==> config.mk <==
export PLATFORM = sky130hd
export DESIGN_NAME = serial_tx_arbiter
export DESIGN_NICKNAME = d
export VERILOG_FILES = /design/src/rtl/serial_tx_arbiter_pkg.sv /design/src/rtl/serial_tx_arbiter_rr_arbiter.sv /design/src/rtl/serial_tx_arbiter.sv
export SDC_FILE = /design/constraint.sdc
export NUM_CORES = 1
export LEC_CHECK = 0
export CAP_MARGIN = 40
export CORE_ASPECT_RATIO = 1.2
export CORE_MARGIN = 4
export CORE_UTILIZATION = 35
export DETAILED_ROUTE_END_ITERATION = 10
export DONT_BUFFER_PORTS = 1
export GPL_TIMING_DRIVEN = 0
export HOLD_SLACK_MARGIN = 0.12
export PLACE_DENSITY = 0.49
export SLEW_MARGIN = 20
export SYNTH_ARGS = -nofsm -noshare
export SYNTH_HDL_FRONTEND = slang
export SYNTH_SLANG_ARGS = --single-unit
==> constraint.sdc <==
create_clock -name cpuclk -period 4.4 [get_ports cpuclk]
set_input_delay 0.66 -clock cpuclk [delete_from_list [all_inputs] [get_ports cpuclk]]
set_output_delay 0.66 -clock cpuclk [all_outputs]
set_load 0.01 [all_outputs]
==> src/rtl/serial_tx_arbiter_pkg.sv <==
// Shared types and constants for the serial TX arbiter.
// Latency: n/a (declarations only).
// Backpressure: n/a.
package serial_tx_arbiter_pkg;

    typedef enum logic [2:0] {
        ST_ARB       = 3'd0,
        ST_POLL      = 3'd1,
        ST_POLL_WAIT = 3'd2,
        ST_WRITE     = 3'd3,
        ST_RELEASE   = 3'd4
    } state_t;

    localparam logic [3:0] UART_STATUS_ADDR = 4'd8;
    localparam logic [3:0] UART_DATA_ADDR   = 4'd9;
    localparam int         STAT_TX_BUSY     = 1;

    // Largest of the three phase lengths, used to size the shared phase counter.
    function automatic int max3(input int a, input int b, input int c);
        int m;
        m = (a > b) ? a : b;
        return (m > c) ? m : c;
    endfunction

endpackage

==> src/rtl/serial_tx_arbiter_rr_arbiter.sv <==
// Round-robin pick: first requester at or above ptr (mod NREQ) that is both requesting and unmasked.
// Latency: purely combinational.
// Backpressure: none; vld low means nothing eligible this cycle.
module rr_arbiter
    import serial_tx_arbiter_pkg::*;
#(
    parameter int  NREQ = 4,
    localparam int IW   = $clog2(NREQ)
) (
    input  logic [NREQ-1:0] req,
    input  logic [IW-1:0]   ptr,
    input  logic [NREQ-1:0] mask,
    output logic [NREQ-1:0] gnt,
    output logic [IW-1:0]   idx,
    output logic            vld
);

    logic [IW-1:0] pos;

    // Scan upward from the pointer, wrapping at NREQ, and keep the first hit.
    always_comb begin
        gnt = '0;
        idx = '0;
        vld = 1'b0;
        pos = '0;
        for (int k = 0; k < NREQ; k++) begin
            pos = IW'((int'(ptr) + k) % NREQ);
            if (!vld && req[pos] && mask[pos]) begin
                vld      = 1'b1;
                gnt[pos] = 1'b1;
                idx      = pos;
            end
        end
    end

endmodule

==> src/rtl/serial_tx_arbiter.sv <==
// Shares the serial port transmitter between NREQ byte sources: poll TX busy, then write the granted byte.
// Latency: with TX idle, grant edge -> POLL cycle 1, write cycles 2..1+WR_HOLD, back in ARB after REL_GAP more.
// Backpressure: a requester holds valid/data until its one-cycle req_ready pulse; busy TX stalls in POLL/POLL_WAIT.
module serial_tx_arbiter
    import serial_tx_arbiter_pkg::*;
#(
    parameter int  NREQ     = 4,
    parameter int  WR_HOLD  = 2,
    parameter int  REL_GAP  = 2,
    parameter int  POLL_GAP = 8,
    localparam int IW       = $clog2(NREQ)
) (
    input  logic              cpuclk,
    input  logic              rst,
    input  logic [NREQ-1:0]   req_valid,
    input  logic [8*NREQ-1:0] req_data,
    input  logic [NREQ-1:0]   req_lock,
    output logic [NREQ-1:0]   req_ready,
    output logic [IW-1:0]     grant_id,
    output logic              busy,
    output logic              uart_ncs,
    output logic              uart_nrd,
    output logic              uart_nwr,
    output logic [3:0]        uart_addr,
    output logic [7:0]        uart_wdata,
    input  logic [7:0]        uart_rdata
);

    localparam int CNT_MAX = max3(WR_HOLD, REL_GAP, POLL_GAP);
    localparam int CW      = $clog2(CNT_MAX + 1);

    state_t          state;
    state_t          state_nxt;
    logic [CW-1:0]   cnt;
    logic            cnt_done;

    logic [IW-1:0]   rr_ptr;
    logic [IW-1:0]   arb_ptr;
    logic [IW-1:0]   arb_idx;
    logic [NREQ-1:0] arb_mask;
    logic [NREQ-1:0] arb_gnt;
    logic            arb_vld;
    logic [NREQ-1:0] lock_sel;
    logic            lock_hold;
    logic            lock_active;
    logic            grant_fire;
    logic [7:0]      byte_q;
    logic [7:0]      req_bytes [NREQ];

    logic            ncs_n;
    logic            nrd_n;
    logic            nwr_n;
    logic [3:0]      addr_n;
    logic [7:0]      wdata_n;
    logic [NREQ-1:0] ready_n;
    logic            busy_n;

    // Only the TX-busy status bit matters; the rest of the status byte is ignored.
    logic            unused_rdata;
    assign unused_rdata = ^{uart_rdata[7:STAT_TX_BUSY+1], uart_rdata[STAT_TX_BUSY-1:0]};

    for (genvar g = 0; g < NREQ; g++) begin : g_bytes
        assign req_bytes[g] = req_data[8*g +: 8];
    end

    // While a lock is held and still asserted, only the locked requester is eligible.
    always_comb begin
        lock_sel           = '0;
        lock_sel[grant_id] = 1'b1;
        lock_active        = lock_hold & req_lock[grant_id];
        arb_mask           = lock_active ? lock_sel : '1;
        arb_ptr            = lock_active ? grant_id : rr_ptr;
    end

    rr_arbiter #(
        .NREQ (NREQ)
    ) u_rr_arbiter (
        .req  (req_valid),
        .ptr  (arb_ptr),
        .mask (arb_mask),
        .gnt  (arb_gnt),
        .idx  (arb_idx),
        .vld  (arb_vld)
    );

    assign grant_fire = (state == ST_ARB) && arb_vld;

    // Phase counter reaches the last cycle of the current timed state.
    always_comb begin
        case (state)
            ST_POLL_WAIT: cnt_done = (cnt == CW'(POLL_GAP - 1));
            ST_WRITE:     cnt_done = (cnt == CW'(WR_HOLD - 1));
            ST_RELEASE:   cnt_done = (cnt == CW'(REL_GAP - 1));
            default:      cnt_done = 1'b0;
        endcase
    end

    // State register; the phase counter restarts on every state change.
    always_ff @(posedge cpuclk or posedge rst) begin
        if (rst) begin
            state <= ST_ARB;
            cnt   <= '0;
        end else begin
            state <= state_nxt;
            cnt   <= (state_nxt != state) ? '0 : cnt + CW'(1);
        end
    end

    // Next-state decode: grant, one status poll, optional wait, write, release.
    always_comb begin
        state_nxt = state;
        case (state)
            ST_ARB:       if (arb_vld) state_nxt = ST_POLL;
            ST_POLL:      state_nxt = uart_rdata[STAT_TX_BUSY] ? ST_POLL_WAIT : ST_WRITE;
            ST_POLL_WAIT: if (cnt_done) state_nxt = ST_POLL;
            ST_WRITE:     if (cnt_done) state_nxt = ST_RELEASE;
            ST_RELEASE:   if (cnt_done) state_nxt = ST_ARB;
            default:      state_nxt = ST_ARB;
        endcase
    end

    // Grant bookkeeping: latch the byte, remember the winner, advance the pointer unless locked.
    always_ff @(posedge cpuclk or posedge rst) begin
        if (rst) begin
            rr_ptr    <= '0;
            grant_id  <= '0;
            byte_q    <= '0;
            lock_hold <= 1'b0;
        end else begin
            if (grant_fire) begin
                byte_q   <= req_bytes[arb_idx];
                grant_id <= arb_idx;
                if (!lock_active) begin
                    rr_ptr <= (arb_idx == IW'(NREQ - 1)) ? '0 : arb_idx + IW'(1);
                end
            end
            if (state == ST_RELEASE && cnt_done) begin
                lock_hold <= req_lock[grant_id];
            end else if (state == ST_ARB && lock_hold && !req_lock[grant_id]) begin
                lock_hold <= 1'b0;
            end
        end
    end

    // Output decode from the upcoming state so every pin comes straight off a flop.
    always_comb begin
        ncs_n   = 1'b1;
        nrd_n   = 1'b1;
        nwr_n   = 1'b1;
        addr_n  = UART_STATUS_ADDR;
        wdata_n = uart_wdata;
        ready_n = grant_fire ? arb_gnt : '0;
        busy_n  = (state_nxt != ST_ARB);
        case (state_nxt)
            ST_POLL: begin
                ncs_n = 1'b0;
                nrd_n = 1'b0;
            end
            ST_WRITE: begin
                ncs_n   = 1'b0;
                nwr_n   = 1'b0;
                addr_n  = UART_DATA_ADDR;
                wdata_n = byte_q;
            end
            default: ;
        endcase
    end

    // Output registers; reset releases every strobe at once.
    always_ff @(posedge cpuclk or posedge rst) begin
        if (rst) begin
            uart_ncs   <= 1'b1;
            uart_nrd   <= 1'b1;
            uart_nwr   <= 1'b1;
            uart_addr  <= UART_STATUS_ADDR;
            uart_wdata <= '0;
            req_ready  <= '0;
            busy       <= 1'b0;
        end else begin
            uart_ncs   <= ncs_n;
            uart_nrd   <= nrd_n;
            uart_nwr   <= nwr_n;
            uart_addr  <= addr_n;
            uart_wdata <= wdata_n;
            req_ready  <= ready_n;
            busy       <= busy_n;
        end
    end

endmodule

==> summary.txt, run 1 <==
Die
  • Row count: 33
  • Die Span X: 84.6 um
  • Core Box Area: roughly 0.0069 mm^2
  • Die footprint: around 0.0085 mm^2
  • Initial Util: 0.360
  • Count of pins on the block boundary: 72
  • DIE HEIGHT: around 100 um

Critical path
  • Buffers plus inverters on the worst setup path: 4
  • Critical path capture point type: flop
  • WP data arrival: between 4 and 5 ns
  • Required @ worst endpoint: 4.55 ns
  • Largest delay share family, worst path: multiplexers
  • Critical Setup Path Class: reg2reg
  • Worst reg-to-reg setup slack: between 0.5 and 0.6 ns
  • Reg2reg end: byte_q[4]
  • CP Max Fanout: 10
  • Worst path cell trace: buf_6 -> mux2_4 -> a22oi_4 -> mux2_2 -> ha_1 -> mux4_2 -> and2_0 -> clkbuf_1 -> nand4_1 -> nand3_1 -> o32a_2 -> buf_8 -> buf_12 -> mux2i_1 -> o221ai_1
  • Worst Reg2Reg Path Length in Cells: 15
  • Max incr delay on CP: 0.46 ns
  • Worst setup path startpoint: grant_id[1]
  • Crit start category: flop
  • CP max stage cell: sky130_fd_sc_hd__dfrtp_1
  • Critical register-to-register path startpoint: grant_id[1]

Yosys
  • Syn Std Cell Area: 0.00246 mm^2
  • Async set-or-reset flop fraction in the synthesized netlist: 1.00
  • Number of enable flip-flop cells after synthesis: 0
  • Per-instance average area after synthesis: approximately 10 um^2
  • Commonest register cell after synthesis: sky130_fd_sc_hd__dfrtp_1
  • Register bit count reported by yosys: 37
  • Cell variety after synth: 60
  • Cell taking the most area after synthesis: sky130_fd_sc_hd__dfrtp_1
  • Number of warning messages in the yosys log: 0
  • Proportion of netlist area held by the largest area contributor: 0.345
  • Synth top area cells: sky130_fd_sc_hd__dfrtp_1 35%, sky130_fd_sc_hd__mux2i_1 9.3%, sky130_fd_sc_hd__mux2_2 5.5%
  • Post-Synthesis Cells: 240
  • Fraction of the yosys area taken by sequential cells: 0.377

Routing
  • Number of remaining DRC errors: 0
  • DR WL met2: 2.51 mm
  • Via count: between 1500 and 2000
  • Routed vias/inst: around 5.4
  • Total wire length: 5.50 mm
  • 1st-iter DRT viols: 42
  • Highest metal layer with signal wires: met4
  • Residual antenna-violating net count after detailed routing: 0
  • Met1 Routed Length: about 2.5 mm
  • Total length of routed met3 wires: 442 um
  • Detailed-router iteration count before antenna repair: 4
  • Avg WL per Cell: 16.3 um

Global route
  • Vias in the first global route: 1829
  • Wire length of the first global-routing pass: a little over 9 mm
  • Antenna violations before repair: 0
  • Pin count of the biggest net entering global routing: 34
  • Global route overflow: 0
  • Total global-route track usage: 0.134

Worst hold path
  • HP Start: byte_q[4]
  • Path type of the worst min-delay path: reg2reg
  • Endpoint of the worst hold-timing path: byte_q[4]
  • Min-Delay Path Depth: 2

Placement
  • Cell area reported after detailed placement: between 0.002 and 0.003 mm^2
  • Final weighted congestion in routability-driven placement: 0.764
  • Final HPWL DP: roughly 4.2 mm
  • Port Buffers: 0
  • Number of placed instances with taps included: around 330

Clock network
  • Cell at the root of the clock tree: sky130_fd_sc_hd__clkbuf_8
  • Clock latency of the later-clocked register in the worst-skew pair: a little under 0.3 ns
  • Htree depth: 2
  • Post-CTS resize count: 0
  • Clock tree from TritonCTS: done
  • Clock Pin Slew Worst Setup and Hold Paths: around 0.080 ns
  • Bufs on Longest Clock Path: 2
  • Number of buffers created by CTS: 5
  • Number of clock sinks seen by CTS: 37

Flow run
  • Max_cap viols: 0

Timing
  • Final worst path period need: between 3 and 4 ns
  • Unrepaired setup endpoints after global routing: false
  • Worst slew pin tran: between 0.5 and 0.6 ns
  • Achievable Freq: between 0.2 and 0.3 GHz
  • Setup total negative slack: 0 ns
  • Worst max-slew margin expressed relative to the limit: 0.614
  • Post-route clock period utilization: 0.884
  • Worst clock skew on the final layout: ~0.0082 ns
  • Max-slew violations: 0
  • Final count of hold timing violations: 0
  • Count of final setup violators: 0

Power
  • Reported leakage power: 1.22 nW
  • Power Dens Cells: 874 mW/mm^2
  • Sequential cell fraction of total power: 0.267
  • Combinational power share: 0.604
  • Worst voltage drop across the vdd grid: around 0.45 mV
  • Proportion of power drawn by the clock network: 0.129
  • Switch Pwr: 1.02 mW
  • Net switching fraction of the power: 0.428
  • Internal Dissipation: 1.36 mW

Final layout
  • Sequential cell area: roughly 930 um^2
  • N_diodes: 0
  • Layout overhead on the synthesized area: 10.7%
  • Summed area of non-filler cells in the final layout: around 0.0027 mm^2
  • Fraction of layout cells with a size suffix above 1: 0.199
  • Final cell count without fillers: about 340
  • Count of nets after finishing: between 300 and 400
  • Highest-count cells in the layout ignoring fill and taps: 34 x sky130_fd_sc_hd__dfrtp_1, 25 x sky130_fd_sc_hd__nand2_1, 23 x sky130_fd_sc_hd__mux2i_1
  • Multi-input gate area: 0.00140 mm^2
  • Most common cell after layout, fill and taps aside: sky130_fd_sc_hd__dfrtp_1
  • Fill cell total of the finished layout: 714

Status
  • Result of the run: finished, final reports clean
logic make-up (layout without fill, tap and decap cells):
family	Yosys count	after routing	share of synthesized area
simple gates	76	76	0.154
compound gates	53	53	0.172
mux	39	39	0.182
flops	37	37	0.377
buf+inv	21	31	0.0558
fa+ha+maj	9	9	0.0457
xor+xnor	3	3	0.0107
other cells	2	3	0.00305
worst min-delay path: stages (launching register included):
cell	delay, ns
sky130_fd_sc_hd__dfrtp_1	0.34
sky130_fd_sc_hd__nand2_1	0.05
sky130_fd_sc_hd__o221ai_1	0.06
how the worst max path moves through the flow:
stage,end,slack (ns),cells past startpoint
global placement,byte_q[4],0.49,15
detailed placement,byte_q[4],0.48,15
finish,byte_q[4],0.51,15
global route,byte_q[1],0.21,15
CTS,byte_q[4],0.46,15
floorplan,byte_q[1],0.87,14
registers in the layout, summed over array words and instances (netlist names):
| register | cells |
|---|---|
| uart_addr | 1 |
| cnt | 4 |
| uart_ncs | 1 |
| lock_hold | 1 |
| req_ready | 4 |
| grant_id | 2 |
| rr_ptr | 2 |
| uart_nrd | 1 |
| state | 3 |
| uart_nwr | 1 |
| busy | 1 |
| uart_wdata | 8 |
| byte_q | 8 |
final cells by class:
| cell class | count | area share |
|---|---|---|
| clock inverter | 2 | 0.0138 |
| inverter | 8 | 0.0110 |
| clock buffer | 6 | 0.0303 |
| sequential | 37 | 0.341 |
| multi-input combinational | 183 | 0.514 |
| tap | 87 | 0.0399 |
| buffer | 13 | 0.0394 |
| timing repair buffer | 2 | 0.0110 |
power groups by stage:
stage,registers (mW),logic (mW),clock network (mW)
2_1_floorplan,0.605,1.20,0
3_3_place_gp,0.643,1.45,0
3_5_place_dp,0.643,1.46,0
4_1_cts,0.638,1.46,0.318
5_1_grt,0.659,1.60,0.329
6_report,0.636,1.44,0.307
per-layer routing:
layer	track usage	up-vias
li1	-	893
met1	0.178	858
met2	0.212	64
met3	0.0361	6
met4	0.0438	0
met5	0	-
synth_stat cells, types with 3 or more instances:
master / count
sky130_fd_sc_hd__a22o_1: 4
sky130_fd_sc_hd__nand3_1: 4
sky130_fd_sc_hd__and2_1: 3
sky130_fd_sc_hd__dfrtp_1: 34
sky130_fd_sc_hd__a21oi_1: 8
sky130_fd_sc_hd__mux2i_1: 23
sky130_fd_sc_hd__nand2_1: 25
sky130_fd_sc_hd__ha_1: 9
sky130_fd_sc_hd__buf_4: 6
sky130_fd_sc_hd__o21ai_0: 7
sky130_fd_sc_hd__nor2b_1: 3
sky130_fd_sc_hd__clkbuf_1: 3
sky130_fd_sc_hd__nor2_1: 15
sky130_fd_sc_hd__inv_1: 8
sky130_fd_sc_hd__nor3_1: 5
sky130_fd_sc_hd__dfstp_2: 3
sky130_fd_sc_hd__nand2b_1: 7
sky130_fd_sc_hd__mux2_2: 12
sky130_fd_sc_hd__o221ai_1: 10
stage by stage:
| step | setup WS (ns) | utilization | total power, mW | hold slack (ns) |
|---|---|---|---|---|
| floorplan | 0.870 | - | 1.80 | 0.450 |
| global placement | 0.493 | 0.376 | 2.10 | 0.471 |
| detailed placement | 0.484 | 0.379 | 2.10 | 0.431 |
| CTS | 0.457 | 0.398 | 2.42 | 0.492 |
| global route | 0.212 | 0.398 | 2.59 | 0.520 |
| finish | 0.508 | 0.398 | 2.38 | 0.488 |
timing repair:
action	in CTS	in global routing
buffers inserted	0	0
hold buffers	1	0
hold endpoints to repair	3	0
Note: power is estimated with default switching activity, not from simulation.
==> inputs of run 2 (changes only) <==
--- a/config.mk
+++ b/config.mk
@@ -6,14 +6,14 @@
 export NUM_CORES = 1
 export LEC_CHECK = 0
 export CAP_MARGIN = 40
-export CORE_ASPECT_RATIO = 1.2
+export CORE_ASPECT_RATIO = 1.75
 export CORE_MARGIN = 4
-export CORE_UTILIZATION = 35
+export CORE_UTILIZATION = 57
 export DETAILED_ROUTE_END_ITERATION = 10
 export DONT_BUFFER_PORTS = 1
 export GPL_TIMING_DRIVEN = 0
 export HOLD_SLACK_MARGIN = 0.12
-export PLACE_DENSITY = 0.49
+export PLACE_DENSITY = 0.75
 export SLEW_MARGIN = 20
 export SYNTH_ARGS = -nofsm -noshare
 export SYNTH_HDL_FRONTEND = slang
==> constraint.sdc (replaced) <==
create_clock -name cpuclk -period 3.51 [get_ports cpuclk]
set_input_delay 0.5265 -clock cpuclk [delete_from_list [all_inputs] [get_ports cpuclk]]
set_output_delay 0.5265 -clock cpuclk [all_outputs]
set_load 0.01 [all_outputs]
==> run 2 against run 1 <==
Clock skew rose by 0.0027 ns. Combinational power up 57%. Utilization is 30 points higher. Global-route usage rose by 7.3 points. Critical path depth shrank 1. First-iteration DRC count rose by 130%. Non-clock buffer count up 8.
==> summary.txt, run 2 (synthesis gave the netlist of run 1 again) <==
Critical path
  • Critical path capture point type: flop
  • Worst Reg2Reg Path Length in Cells: 14
  • Critical Setup Path Class: reg2reg
  • Critical register-to-register path startpoint: grant_id[1]
  • CP Max Fanout: 5
  • Reg2reg end: rr_ptr[1]
  • Required @ worst endpoint: about 3.7 ns
  • WP data arrival: 3.70 ns
  • Worst reg-to-reg setup slack: 0.0007 ns
  • Crit start category: flop

Placement
  • Final HPWL DP: roughly 4.0 mm
  • Port Buffers: 0
  • Final weighted congestion in routability-driven placement: between 0.8 and 0.9

Global route
  • Antenna violations before repair: 0
  • Vias in the first global route: about 1900
  • Total global-route track usage: 0.207
  • Pin count of the biggest net entering global routing: 38
  • Global route overflow: 0
  • Wire length of the first global-routing pass: between 8 and 9 mm

Timing
  • Worst max-slew margin expressed relative to the limit: 0.597
  • Achievable Freq: ~0.28 GHz
  • Unrepaired setup endpoints after global routing: true
  • Max-slew violations: 0
  • Final count of hold timing violations: 0
  • Final worst path period need: ~3.5 ns
  • Setup total negative slack: 0 ns
  • Worst slew pin tran: roughly 0.60 ns
  • Final hold slack: 0.133 ns
  • Count of final setup violators: 0
  • Worst clock skew on the final layout: 0.0109 ns
  • Post-route clock period utilization: 1.00

Final layout
  • Largest registers: byte_q: 8 flops, uart_wdata: 8 flops
  • N_diodes: 0
  • Multi-input gate area: 0.00150 mm^2
  • Fill cell total of the finished layout: around 320
  • Layout overhead on the synthesized area: 16.7%
  • Count of nets after finishing: approximately 320
  • Most common cell after layout, fill and taps aside: sky130_fd_sc_hd__dfrtp_1
  • Sequential cell area: roughly 930 um^2
  • Highest-count cells in the layout ignoring fill and taps: 32 x sky130_fd_sc_hd__dfrtp_1, 25 x sky130_fd_sc_hd__nand2_1, 21 x sky130_fd_sc_hd__mux2i_1
  • Fraction of layout cells with a size suffix above 1: 0.290

Clock network
  • Htree depth: 2
  • Bufs on Longest Clock Path: 2
  • Number of clock sinks seen by CTS: 37
  • Hold-fix buffer count after cts: 0
  • Number of buffers created by CTS: 5
  • Cell at the root of the clock tree: sky130_fd_sc_hd__clkbuf_8
  • Clock latency of the later-clocked register in the worst-skew pair: a little under 0.3 ns
  • Clock tree from TritonCTS: done
  • Clock Pin Slew Worst Setup and Hold Paths: around 0.080 ns

Die
  • Initial Util: 0.594
  • Die footprint: approximately 0.0055 mm^2
  • DIE HEIGHT: 95.0 um
  • Die Span X: 57.7 um
  • Core Box Area: approximately 0.0042 mm^2
  • Count of pins on the block boundary: approximately 70
  • Row count: 31

Status
  • Result of the run: finished, final reports clean

Power
  • Total power of the final layout: about 3.4 mW
  • Switch Pwr: 1.43 mW
  • Reported leakage power: between 1 and 1.5 nW
  • Proportion of power drawn by the clock network: 0.113
  • Combinational power share: 0.655
  • Power Dens Cells: between 1000 and 1500 mW/mm^2
  • Internal Dissipation: ~2.0 mW
  • Sequential cell fraction of total power: 0.232
  • Worst voltage drop across the vdd grid: 0.938 mV
  • Net switching fraction of the power: 0.416

Routing
  • Routed vias/inst: 6.19
  • Via count: 1908
  • Total wire length: about 5.7 mm
  • Residual antenna-violating net count after detailed routing: 0
  • Number of remaining DRC errors: 0
  • Avg WL per Cell: roughly 19 um
  • Detailed-router iteration count before antenna repair: 4
  • 1st-iter DRT viols: 98

Flow run
  • Max_cap viols: 0

Worst hold path
  • Path type of the worst min-delay path: in2async
-- run 2: cell count changes in the layout (fill, tap and decap cells not counted), moves of 2 or more --
cell	previous run	this run
sky130_fd_sc_hd__mux2i_2	0	2
sky130_fd_sc_hd__buf_4	6	14
sky130_fd_sc_hd__dfrtp_2	0	2
sky130_fd_sc_hd__dfrtp_1	34	32
sky130_fd_sc_hd__o221ai_1	10	7
sky130_fd_sc_hd__o221ai_2	0	2
sky130_fd_sc_hd__ha_4	0	2
sky130_fd_sc_hd__mux2i_1	23	21
sky130_fd_sc_hd__nor2_2	0	3
sky130_fd_sc_hd__ha_1	9	7
sky130_fd_sc_hd__buf_12	2	5
sky130_fd_sc_hd__nor2_1	15	12
-- run 2: what timing repair did --
action	in CTS	in global routing
pin swaps	1	13
cloned	0	0
hold endpoints to repair	0	0
resized for setup	9	15
buffers inserted	4	6
endpoints found under the setup margin	12	10
-- run 2: per-stage QoR --
stage | setup WS (ns) | instance area (um^2) | utilization | instances
6_report | 0.000656 | 2880 | 0.693 | 308
5_1_grt | -0.116 | 2880 | 0.693 | 308
4_1_cts | 0.00635 | 2720 | 0.655 | 301
3_5_place_dp | -0.357 | 2530 | 0.610 | 290
3_3_place_gp | -0.330 | 2530 | 0.610 | 290
2_1_floorplan | 0.0285 | 2470 | - | 241
-- run 2: critical path, stage by stage, from the launching register on --
cell and delay (ns):
sky130_fd_sc_hd__dfrtp_2 0.45, sky130_fd_sc_hd__buf_8 0.14, sky130_fd_sc_hd__mux2_4 0.31, sky130_fd_sc_hd__a22oi_4 0.23, sky130_fd_sc_hd__mux2_4 0.37, sky130_fd_sc_hd__ha_4 0.29, sky130_fd_sc_hd__mux4_2 0.36, sky130_fd_sc_hd__and2_4 0.19
sky130_fd_sc_hd__nand4_1 0.09, sky130_fd_sc_hd__nand3_1 0.10, sky130_fd_sc_hd__o32a_4 0.24, sky130_fd_sc_hd__buf_12 0.14, sky130_fd_sc_hd__buf_12 0.12, sky130_fd_sc_hd__xnor2_1 0.11, sky130_fd_sc_hd__mux2_2 0.26
-- run 2: final cells by class --
cell class                 count  share of cell area
multi-input combinational    183               0.521
sequential                    37               0.324
buffer                        12              0.0400
tap                           49              0.0213
clock buffer                   6              0.0287
timing repair buffer          11              0.0418
clock inverter                 2              0.0130
inverter                       8              0.0104
-- run 2: power groups by stage --
| stage | Sequential [mW] | Clock [mW] | Combinational (mW) |
|---|---|---|---|
| final | 0.801 | 0.389 | 2.26 |
| after global placement | 0.800 | 0 | 1.77 |
| after floorplan | 0.758 | 0 | 1.50 |
| after global routing | 0.828 | 0.414 | 2.46 |
| after detailed placement | 0.804 | 0 | 1.80 |
| after CTS | 0.801 | 0.393 | 1.93 |
-- run 2: how the worst max path moves through the flow --
stage | startpoint | to | slack [ns] | cells after the start
6_report | grant_id[1] | rr_ptr[1] | 0.0007 | 14
5_1_grt | grant_id[1] | byte_q[3] | -0.12 | 14
4_1_cts | grant_id[1] | byte_q[2] | 0.006 | 14
3_5_place_dp | grant_id[1] | byte_q[2] | -0.36 | 15
3_3_place_gp | grant_id[1] | byte_q[2] | -0.33 | 15
2_1_floorplan | grant_id[1] | byte_q[1] | 0.03 | 15
-- run 2: layer usage --
layer	vias up	track usage	wire, um
li1	903	-	-
met1	930	0.228	2110
met2	61	0.363	3160
met3	14	0.0492	335
met4	0	0.103	143
met5	-	0	0
